--- config.mk ---
export PLATFORM = sky130hd
export DESIGN_NAME = biu_wb_bridge_flat
export DESIGN_NICKNAME = d
export VERILOG_FILES = /design/src/rtl/biu_wb_bridge_if.sv /design/src/rtl/biu_wb_bridge.sv /design/src/flat_wrapper.sv
export SDC_FILE = /design/constraint.sdc
export NUM_CORES = 1
export LEC_CHECK = 0
export ABC_AREA = 0
export BUFFER_PORTS_ARGS = -buffer_cell sky130_fd_sc_hd__buf_2
export CAP_MARGIN = 0
export CORE_MARGIN = 5
export CORE_UTILIZATION = 43
export CTS_BUF_LIST = sky130_fd_sc_hd__clkbuf_4
export CTS_CLUSTER_SIZE = 12
export DETAILED_ROUTE_END_ITERATION = 8
export PLACE_DENSITY = 0.77
export SLEW_MARGIN = 40
export SYNTH_ARGS = -nofsm -noshare
export SYNTH_HDL_FRONTEND = slang
export SYNTH_SLANG_ARGS = --single-unit
--- constraint.sdc ---
create_clock -name clk -period 3.36 [get_ports clk]
set_input_delay 0.504 -clock clk [delete_from_list [all_inputs] [get_ports clk]]
set_output_delay 0.504 -clock clk [all_outputs]
set_load 0.1 [all_outputs]
--- src/rtl/biu_wb_bridge_if.sv ---
// Bus bundle for the CPU-side BIU: CPU data port, Wishbone master port and MIO port.
// The bridge takes the master view; the environment (CPU, WB slave, MIO) takes the slave view.
interface biu_wb_bridge_if #(
  parameter int ADDR_W = 32,
  parameter int DATA_W = 32
);
  logic              Cpu_req_i;
  logic              Cpu_mem_w_i;
  logic [1:0]        Cpu_size_i;
  logic [ADDR_W-1:0] Cpu_addr_i;
  logic [DATA_W-1:0] Cpu_data_i;
  logic [DATA_W-1:0] Cpu_data_o;
  logic              Cpu_ready_o;
  logic              Cpu_err_o;
  logic              wb_cyc_o, wb_stb_o, wb_we_o;
  logic [ADDR_W-1:0] wb_adr_o;
  logic [3:0]        wb_sel_o;
  logic [DATA_W-1:0] wb_dat_o;
  logic [DATA_W-1:0] wb_dat_i;
  logic              wb_ack_i, wb_err_i, wb_rty_i, wb_gnt_i;
  logic              MIO_req_o, MIO_mem_w_o;
  logic [ADDR_W-1:0] MIO_addr_o;
  logic [DATA_W-1:0] MIO_data_o;
  logic [DATA_W-1:0] MIO_data_i;
  logic              MIO_ready_i;

  modport master (
    input  Cpu_req_i, Cpu_mem_w_i, Cpu_size_i, Cpu_addr_i, Cpu_data_i,
    output Cpu_data_o, Cpu_ready_o, Cpu_err_o,
    output wb_cyc_o, wb_stb_o, wb_we_o, wb_adr_o, wb_sel_o, wb_dat_o,
    input  wb_dat_i, wb_ack_i, wb_err_i, wb_rty_i, wb_gnt_i,
    output MIO_req_o, MIO_mem_w_o, MIO_addr_o, MIO_data_o,
    input  MIO_data_i, MIO_ready_i
  );

  modport slave (
    output Cpu_req_i, Cpu_mem_w_i, Cpu_size_i, Cpu_addr_i, Cpu_data_i,
    input  Cpu_data_o, Cpu_ready_o, Cpu_err_o,
    input  wb_cyc_o, wb_stb_o, wb_we_o, wb_adr_o, wb_sel_o, wb_dat_o,
    output wb_dat_i, wb_ack_i, wb_err_i, wb_rty_i, wb_gnt_i,
    input  MIO_req_o, MIO_mem_w_o, MIO_addr_o, MIO_data_o,
    output MIO_data_i, MIO_ready_i
  );
endinterface

--- src/rtl/biu_wb_bridge.sv ---
// CPU data-port BIU: region decode to MIO or arbitrated Wishbone, with retry back-off,
// retry limit and watchdog timeout on the Wishbone side. One ready pulse per transfer.
module biu_wb_bridge #(
  parameter int                     ADDR_W      = 32,
  parameter int                     DATA_W      = 32,
  parameter int                     REGION_BITS = 4,
  parameter logic [REGION_BITS-1:0] WB_REGION   = 4'h3,
  parameter int                     TIMEOUT     = 255,
  parameter int                     MAX_RETRY   = 3
) (
  input logic           clk,
  input logic           rst,
  biu_wb_bridge_if.master bus
);
  localparam int NUM_LANES = DATA_W / 8;
  localparam int TW = $clog2(TIMEOUT + 1);
  localparam int RW = $clog2(MAX_RETRY + 2);
  localparam logic [TW-1:0] TMO_LAST = TW'(TIMEOUT - 1);
  localparam logic [RW-1:0] RTY_MAX  = RW'(MAX_RETRY);

  localparam logic [2:0] S_IDLE       = 3'd0;
  localparam logic [2:0] S_WB_WAIT    = 3'd1;
  localparam logic [2:0] S_WB_BACKOFF = 3'd2;
  localparam logic [2:0] S_MIO_WAIT   = 3'd3;
  localparam logic [2:0] S_RESP       = 3'd4;

  typedef struct packed {
    logic                 we;
    logic [NUM_LANES-1:0] sel;
    logic [ADDR_W-1:0]    adr;
    logic [DATA_W-1:0]    dat;
  } req_t;

  logic [2:0]    state;
  req_t          req_q;
  logic [TW-1:0] timer;
  logic [RW-1:0] rty_cnt;
  logic          cyc_q, mio_req_q, ready_q, err_q;
  logic [DATA_W-1:0] rdata_q;

  logic [NUM_LANES-1:0][7:0] lane_dat;
  logic [NUM_LANES-1:0]      lane_sel;

  // Byte lanes: replicate right-aligned write data and pick the addressed lanes.
  for (genvar i = 0; i < NUM_LANES; i++) begin : g_lane
    assign lane_dat[i] = (bus.Cpu_size_i == 2'd0) ? bus.Cpu_data_i[7:0] :
                         (bus.Cpu_size_i == 2'd1) ? bus.Cpu_data_i[8*(i%2) +: 8] :
                                                    bus.Cpu_data_i[8*i +: 8];
    assign lane_sel[i] = (bus.Cpu_size_i == 2'd0) ? (bus.Cpu_addr_i[1:0] == 2'(i)) :
                         (bus.Cpu_size_i == 2'd1) ? (bus.Cpu_addr_i[1] == 1'(i / 2)) :
                                                    1'b1;
  end

  logic to_wb;
  assign to_wb = (bus.Cpu_addr_i[ADDR_W-1 -: REGION_BITS] == WB_REGION);

  // Termination decode in priority err > ack > rty > timeout; grant gates everything.
  logic wb_ok, wb_fail, wb_retry;
  always_comb begin
    wb_ok    = 1'b0;
    wb_fail  = 1'b0;
    wb_retry = 1'b0;
    if (bus.wb_gnt_i && bus.wb_err_i)      wb_fail = 1'b1;
    else if (bus.wb_gnt_i && bus.wb_ack_i) wb_ok   = 1'b1;
    else if (bus.wb_gnt_i && bus.wb_rty_i) begin
      if (rty_cnt == RTY_MAX) wb_fail  = 1'b1;
      else                    wb_retry = 1'b1;
    end else if (timer == TMO_LAST)        wb_fail = 1'b1;
  end

  always_ff @(posedge clk or posedge rst) begin
    if (rst) begin
      state     <= S_IDLE;
      req_q     <= '0;
      timer     <= '0;
      rty_cnt   <= '0;
      cyc_q     <= 1'b0;
      mio_req_q <= 1'b0;
      ready_q   <= 1'b0;
      err_q     <= 1'b0;
      rdata_q   <= '0;
    end else begin
      ready_q <= 1'b0;
      err_q   <= 1'b0;
      case (state)
        S_IDLE: if (bus.Cpu_req_i) begin
          req_q   <= '{we: bus.Cpu_mem_w_i, sel: lane_sel, adr: bus.Cpu_addr_i, dat: lane_dat};
          timer   <= '0;
          rty_cnt <= '0;
          if (to_wb) begin
            state <= S_WB_WAIT;
            cyc_q <= 1'b1;
          end else begin
            state     <= S_MIO_WAIT;
            mio_req_q <= 1'b1;
          end
        end
        S_WB_WAIT: begin
          if (wb_ok || wb_fail) begin
            cyc_q   <= 1'b0;
            state   <= S_RESP;
            ready_q <= 1'b1;
            err_q   <= wb_fail;
            if (wb_ok)             rdata_q <= bus.wb_dat_i;
            else if (!req_q.we)    rdata_q <= '0;
          end else if (wb_retry) begin
            cyc_q   <= 1'b0;
            rty_cnt <= rty_cnt + 1'b1;
            state   <= S_WB_BACKOFF;
          end else begin
            timer <= timer + 1'b1;
          end
        end
        S_WB_BACKOFF: begin
          state <= S_WB_WAIT;
          cyc_q <= 1'b1;
          timer <= '0;
        end
        S_MIO_WAIT: if (bus.MIO_ready_i) begin
          rdata_q   <= bus.MIO_data_i;
          mio_req_q <= 1'b0;
          state     <= S_RESP;
          ready_q   <= 1'b1;
        end
        S_RESP:  state <= S_IDLE;
        default: state <= S_IDLE;
      endcase
    end
  end

  assign bus.Cpu_data_o  = rdata_q;
  assign bus.Cpu_ready_o = ready_q;
  assign bus.Cpu_err_o   = err_q;
  assign bus.wb_cyc_o    = cyc_q;
  assign bus.wb_stb_o    = cyc_q;
  assign bus.wb_we_o     = req_q.we;
  assign bus.wb_adr_o    = req_q.adr;
  assign bus.wb_sel_o    = req_q.sel;
  assign bus.wb_dat_o    = req_q.dat;
  assign bus.MIO_req_o   = mio_req_q;
  assign bus.MIO_mem_w_o = req_q.we;
  assign bus.MIO_addr_o  = req_q.adr;
  assign bus.MIO_data_o  = req_q.dat;
endmodule

--- src/flat_wrapper.sv ---
// flat-port wrapper written by rule: the top's interface ports become plain ports
module biu_wb_bridge_flat 
#(
  parameter int                     ADDR_W      = 32,
  parameter int                     DATA_W      = 32,
  parameter int                     REGION_BITS = 4,
  parameter logic [REGION_BITS-1:0] WB_REGION   = 4'h3,
  parameter int                     TIMEOUT     = 255,
  parameter int                     MAX_RETRY   = 3
)
  (clk, rst, bus_Cpu_req_i, bus_Cpu_mem_w_i, bus_Cpu_size_i, bus_Cpu_addr_i, bus_Cpu_data_i, bus_Cpu_data_o, bus_Cpu_ready_o, bus_Cpu_err_o, bus_wb_cyc_o, bus_wb_stb_o, bus_wb_we_o, bus_wb_adr_o, bus_wb_sel_o, bus_wb_dat_o, bus_wb_dat_i, bus_wb_ack_i, bus_wb_err_i, bus_wb_rty_i, bus_wb_gnt_i, bus_MIO_req_o, bus_MIO_mem_w_o, bus_MIO_addr_o, bus_MIO_data_o, bus_MIO_data_i, bus_MIO_ready_i);
  biu_wb_bridge_if #(.ADDR_W(ADDR_W), .DATA_W(DATA_W)) bus_i ();
  input logic clk;
  input logic rst;
  input wire logic [$bits(bus_i.Cpu_req_i)-1:0] bus_Cpu_req_i;
  input wire logic [$bits(bus_i.Cpu_mem_w_i)-1:0] bus_Cpu_mem_w_i;
  input wire logic [$bits(bus_i.Cpu_size_i)-1:0] bus_Cpu_size_i;
  input wire logic [$bits(bus_i.Cpu_addr_i)-1:0] bus_Cpu_addr_i;
  input wire logic [$bits(bus_i.Cpu_data_i)-1:0] bus_Cpu_data_i;
  output wire logic [$bits(bus_i.Cpu_data_o)-1:0] bus_Cpu_data_o;
  output wire logic [$bits(bus_i.Cpu_ready_o)-1:0] bus_Cpu_ready_o;
  output wire logic [$bits(bus_i.Cpu_err_o)-1:0] bus_Cpu_err_o;
  output wire logic [$bits(bus_i.wb_cyc_o)-1:0] bus_wb_cyc_o;
  output wire logic [$bits(bus_i.wb_stb_o)-1:0] bus_wb_stb_o;
  output wire logic [$bits(bus_i.wb_we_o)-1:0] bus_wb_we_o;
  output wire logic [$bits(bus_i.wb_adr_o)-1:0] bus_wb_adr_o;
  output wire logic [$bits(bus_i.wb_sel_o)-1:0] bus_wb_sel_o;
  output wire logic [$bits(bus_i.wb_dat_o)-1:0] bus_wb_dat_o;
  input wire logic [$bits(bus_i.wb_dat_i)-1:0] bus_wb_dat_i;
  input wire logic [$bits(bus_i.wb_ack_i)-1:0] bus_wb_ack_i;
  input wire logic [$bits(bus_i.wb_err_i)-1:0] bus_wb_err_i;
  input wire logic [$bits(bus_i.wb_rty_i)-1:0] bus_wb_rty_i;
  input wire logic [$bits(bus_i.wb_gnt_i)-1:0] bus_wb_gnt_i;
  output wire logic [$bits(bus_i.MIO_req_o)-1:0] bus_MIO_req_o;
  output wire logic [$bits(bus_i.MIO_mem_w_o)-1:0] bus_MIO_mem_w_o;
  output wire logic [$bits(bus_i.MIO_addr_o)-1:0] bus_MIO_addr_o;
  output wire logic [$bits(bus_i.MIO_data_o)-1:0] bus_MIO_data_o;
  input wire logic [$bits(bus_i.MIO_data_i)-1:0] bus_MIO_data_i;
  input wire logic [$bits(bus_i.MIO_ready_i)-1:0] bus_MIO_ready_i;
  assign bus_i.Cpu_req_i = bus_Cpu_req_i;
  assign bus_i.Cpu_mem_w_i = bus_Cpu_mem_w_i;
  assign bus_i.Cpu_size_i = bus_Cpu_size_i;
  assign bus_i.Cpu_addr_i = bus_Cpu_addr_i;
  assign bus_i.Cpu_data_i = bus_Cpu_data_i;
  assign bus_Cpu_data_o = bus_i.Cpu_data_o;
  assign bus_Cpu_ready_o = bus_i.Cpu_ready_o;
  assign bus_Cpu_err_o = bus_i.Cpu_err_o;
  assign bus_wb_cyc_o = bus_i.wb_cyc_o;
  assign bus_wb_stb_o = bus_i.wb_stb_o;
  assign bus_wb_we_o = bus_i.wb_we_o;
  assign bus_wb_adr_o = bus_i.wb_adr_o;
  assign bus_wb_sel_o = bus_i.wb_sel_o;
  assign bus_wb_dat_o = bus_i.wb_dat_o;
  assign bus_i.wb_dat_i = bus_wb_dat_i;
  assign bus_i.wb_ack_i = bus_wb_ack_i;
  assign bus_i.wb_err_i = bus_wb_err_i;
  assign bus_i.wb_rty_i = bus_wb_rty_i;
  assign bus_i.wb_gnt_i = bus_wb_gnt_i;
  assign bus_MIO_req_o = bus_i.MIO_req_o;
  assign bus_MIO_mem_w_o = bus_i.MIO_mem_w_o;
  assign bus_MIO_addr_o = bus_i.MIO_addr_o;
  assign bus_MIO_data_o = bus_i.MIO_data_o;
  assign bus_i.MIO_data_i = bus_MIO_data_i;
  assign bus_i.MIO_ready_i = bus_MIO_ready_i;
  biu_wb_bridge #(.ADDR_W(ADDR_W), .DATA_W(DATA_W), .REGION_BITS(REGION_BITS), .WB_REGION(WB_REGION), .TIMEOUT(TIMEOUT), .MAX_RETRY(MAX_RETRY)) u_core (.clk(clk), .rst(rst), .bus(bus_i));
endmodule
* Yosys cells after proc, flatten, opt, wreduce, memory -nomap -nowiden
Cells that the tools add are included.
** Operators by class
- Add/sub/neg operators :: 2
- Multiplexer cells :: 55
- Reduce and logical (&&, ||, !) cells :: 18
- Bitwise operators :: 1
- Equality and inequality tests :: 20
** Operators by type and width (number)
- $mux 32 :: 4
- $mux 8 :: 8
- $pmux 32 s2 :: 1
- $mux 1 :: 28
- $pmux 8 s3 :: 1
- $mux 3 :: 7
- $reduce_and 4->1 :: 5
- $pmux 3 s4 :: 1
- $ne 2x2->1 const B :: 5
- $eq 3x2->1 const B :: 3
- $add 8x1->8 const B :: 1
- $eq 8x8->1 const B :: 1
- $ne 2x1->1 const B :: 3
- $pmux 3 s2 :: 1
- $reduce_bool 2->1 :: 3
- $eq 2x1->1 const B :: 2
- $eq 2x2->1 const B :: 2
- $eq 4x2->1 const B :: 1
- $logic_not 2->1 :: 2
- $pmux 1 s2 :: 2
- $add 3x1->3 const B :: 1
- $eq 3x1->1 const B :: 1
- $logic_and 1x1->1 :: 3
- $logic_not 3->1 :: 1
- other kinds (9) :: 9
** Storage, ports and cells
- Logic and storage cells :: 108
- Output and inout bits :: 171
- Register bits after elaboration :: 119

* Longest topological paths before layout
- Depth after elaboration :: 8
- Mapped depth :: 9
- Mapped depth without buffers :: 7

* Worst setup path after synthesis
No wires, ideal clock.
- Kind :: reg2reg
- Start point :: reg u_core.rty_cnt[0]
- End point :: reg u_core.rdata_q[0] (netlist: u_core.bus.Cpu_data_o[0])
- Stages on the path, launching flop included :: 10
- Arrival :: 2069 ps
- Buffers on the path :: 2
- Setup time :: 126 ps
- Setup slack :: 1165 ps
- Required time :: 3234 ps
- Cell sequence :: dfrtp_1 ha_1 ha_1 and2b_4 o21a_1 o211ai_4 and3_1 buf_6 buf_12 mux2_4
** On the way
- Cells in the longest elaborated chain, start to end :: 8
** RTL lines
- start: declaration :: RTL line biu_wb_bridge.sv:37 : logic [RW-1:0] rty_cnt;
- start signal: assignment :: RTL line biu_wb_bridge.sv:108 : rty_cnt <= rty_cnt + 1'b1;
- $eq 3x2->1 :: RTL line biu_wb_bridge.sv:66 : if (rty_cnt == RTY_MAX) wb_fail = 1'b1;
- $mux 1 :: RTL line biu_wb_bridge.sv:66
- $mux 1 :: RTL line biu_wb_bridge.sv:65 : else if (bus.wb_gnt_i && bus.wb_rty_i) begin
- $mux 1 :: RTL line biu_wb_bridge.sv:64 : else if (bus.wb_gnt_i && bus.wb_ack_i) wb_ok = 1'b1;
- $mux 1 :: RTL line biu_wb_bridge.sv:63 : if (bus.wb_gnt_i && bus.wb_err_i) wb_fail = 1'b1;
- $logic_or 1x1->1 :: RTL line biu_wb_bridge.sv:99 : if (wb_ok || wb_fail) begin
- $ne 2x1->1 (no line)
- $reduce_and 4->1 (no line)
- end signal: assignment :: RTL line biu_wb_bridge.sv:104 : if (wb_ok) rdata_q <= bus.wb_dat_i;
- end signal: assignment :: RTL line biu_wb_bridge.sv:120 : rdata_q <= bus.MIO_data_i;
- end: declaration :: RTL line biu_wb_bridge.sv:39 : logic [DATA_W-1:0] rdata_q;
Every way passes these cells.
A chain may end at the register's enable or synchronous reset.

* Worst setup path in the final report
- Start point :: reg u_core.rty_cnt[0]
- End point :: reg u_core.rdata_q[29] (netlist: u_core.bus.Cpu_data_o[29])
The elaborated chain is that of the path after synthesis.

==> metrics.md <==
| Metric | Value |
|---|---|
| Initial DRC Count | `~260` |
| Post-Syn Area | `roughly 0.0063 mm2` |
| Top-count cell post-synth | `nand2_1` |
| Clk slew on worst S/H paths | `roughly 110 ps` |
| Ranking of synthesized cells by area | `dfrtp_1, nand2_1, buf_4, mux2_4, a22o_2` |
| GRT Total Usage | `19.6%` |
| Setup TNS | `0 ps` |
| Vias in the first global route | `5221` |
| Die area | `~0.017 mm2` |
| Slew margin rel. | `between 50% and 60%` |
| Cell taking the most area after synthesis | `dfrtp_1` |
| Crit Path Category | `register to register` |
| MaxCap Viol Count | `0` |
| Hold Crit Class | `primary input to register` |
| Yosys Warn Count | `0` |
| Worst Setup Start Kind | `register` |
| Final setup viols | `0` |
| CTS Buf Count | `17` |
| Drt pass-1 iters | `5` |
| Syn_nets | `760` |
| Clock Path Buffers | `2` |
| EDFF count, synth | `0` |
| Gpl congestion | `between 0.8 and 0.9` |
| Top FF cell, synth | `dfrtp_1` |
| Remaining Overflow, GRT | `0` |
| Max-slew violations | `0` |
| Post-synth top area share | `47.3%` |
| Row count | `44` |
| # clock sinks | `about 120` |
| Synth top cells by count | `nand2_1, dfrtp_1, buf_4, o21ai_0, mux2_4` |
| Syn avg cell area | `slightly above 10 um2` |
| DP HPWL | `about 13000 um` |
| Clk_lat worst skew | `approximately 520 ps` |
| Nature of the critical path endpoint | `register` |
| Post_cts resized | `0` |
| WL final | `roughly 17000 um` |
| Port-buffer cells | `309` |
| Period utilisation layout | `77.6%` |
| CP arrival | `between 3000 and 4000 ps` |
| Initial antenna violation count | `2` |
| Status | `complete, no violations` |
| Final Hold Viols | `0` |
| Post-DRT Antenna Nets | `0` |
| DRC | `0` |
| WL/cell | `16.5 um` |
| Sequential cell area fraction in the yosys report | `a little under half` |
| CTS Root Cell | `clkbuf_4` |
| Core area | `0.0144 mm2` |
| Die H | `between 100 and 150 um` |
| Largest net degree at the start of global routing | `55` |
| Clock Skews | `approximately 19 ps` |
| Fin crit period | `between 2000 and 3000 ps` |
| Mapped Cells | `approximately 620` |
| Layout area overhead | `23.9%` |
| Netlist cell types | `56` |
| H-tree Lvls | `4` |
| I/O pin cnt | `310` |
| Initial core utilization | `a little over two fifths` |
| Max frequency | `about 380 MHz` |
| Unrepaired setup endpoints after global routing | `no` |
| CTS tree | `built` |
| Slew @ Worst Pin | `712 ps` |
| Critical-path maximum fanout | `26` |
| Via count | `5381` |
| Die W | `around 130 um` |
| Share of layout cells above drive strength 1 | `between 40% and 50%` |
| Nets@finish | `1000` |
| First-pass GRT wire length | `around 26000 um` |
| DR vias/cell | `about 5.1` |
| Critical Path RT | `around 3800 ps` |
| FF+latch count, synth | `119` |
| Post-synth ARST share | `100%` |
[sequential cells by signal (all words and copies together) (netlist names)]
| signal | flops |
|---|---|
| u_core.bus.wb_sel_o | 4 |
| u_core.bus.wb_cyc_o | 1 |
| u_core.bus.Cpu_data_o | 32 |
| u_core.bus.MIO_addr_o | 32 |
| u_core.rty_cnt | 3 |
| u_core.bus.MIO_data_o | 32 |
| u_core.bus.Cpu_err_o | 1 |
| u_core.state | 3 |
| u_core.timer | 8 |
| u_core.bus.MIO_req_o | 1 |
| u_core.bus.MIO_mem_w_o | 1 |
| u_core.bus.Cpu_ready_o | 1 |
[cell type report]
| class | instances | area (um2) |
|---|---|---|
| Fill cell | 1338 | 6630 |
| Antenna cell | 1 | 2.50 |
| Timing Repair Buffer | 320 | 1680 |
| Sequential cell | 119 | 2980 |
| Clock buffer | 19 | 143 |
| Clock inverter | 13 | 179 |
| Multi-Input combinational cell | 394 | 2560 |
| Inverter | 5 | 22.5 |
| Tap cell | 184 | 230 |
[repair_timing]
item	in CTS	in global routing
hold buffers	1	0
hold endpoints to repair	16	0
setup buffers	0	0
[critical path, cell delays in order, from the launching register on]
cell and delay, ps:
dfrtp_1 370, ha_1 170, ha_1 170, and2b_4 210
o21a_1 220, o211ai_4 310, and3_2 420, buf_12 260
mux2_2 350
[per-stage QoR]
step	hold slack (ps)	util (%)	std cells	setup slack [ps]	cell area, um2
2_1_floorplan	446	-	617	1160	6290
3_3_place_gp	453	51.6	1020	828	7440
3_5_place_dp	464	51.7	1021	770	7460
4_1_cts	110	54.0	1054	754	7790
5_1_grt	121	54.0	1055	592	7790
6_report	167	54.0	1055	752	7790
[layout by cell type, fill, tap and decap left out, types with 3 or more instances in the layout]
master     netlist  final
buf_12           3      4
nor3_1           3      3
bufinv_16        0      4
mux2i_1         24     24
ha_1             4      4
mux2_4          30     30
inv_1            5      4
a22o_2          28     28
o21ai_0         35     35
clkinv_2         0      5
a21o_1           3      3
nand3_1          6      6
a21oi_1         11     11
nor2_2           1      3
or3_1            4      4
nand2_1        169    168
a22o_1           6      6
nor2_1          19     17
clkbuf_4         0     19
buf_2            0    309
o31ai_1          4      4
dfrtp_1        119    119
a31oi_1          6      6
buf_4           68      6
[path summary, 6_finish.rpt]
kind	from	end	slack, ps	depth (start not counted)
worst max-delay path	u_core.rty_cnt[0]	u_core.bus.Cpu_data_o[29]	750	8
worst min-delay path	bus_Cpu_addr_i[9]	u_core.bus.MIO_addr_o[9]	170	3
worst max register to register	u_core.rty_cnt[0]	u_core.bus.Cpu_data_o[29]	750	8
worst min register to register	u_core.bus.MIO_req_o	u_core.bus.MIO_req_o	490	2
max in group asynchronous	rst	u_core.timer[7]	2010	5
min in group asynchronous	rst	u_core.bus.MIO_data_o[17]	510	3
[layer usage]
metal	track usage (%)	routed length [um]	vias to the layer above
met5	0	13	-
met4	8.11	378	2
met3	4.27	1290	30
met2	30.9	8520	221
met1	26.2	7160	2592
li1	-	-	2536
[cell families after synthesis]
family,synth area share (%)
compound gates,12.9
simple gates,15.5
buf+inv,12.2
mux,11.3
flops,47.3
fa+ha+maj,0.796
Power is not shown: default switching activity piles up to over one toggle a cycle in this logic, so the estimate is an artifact.
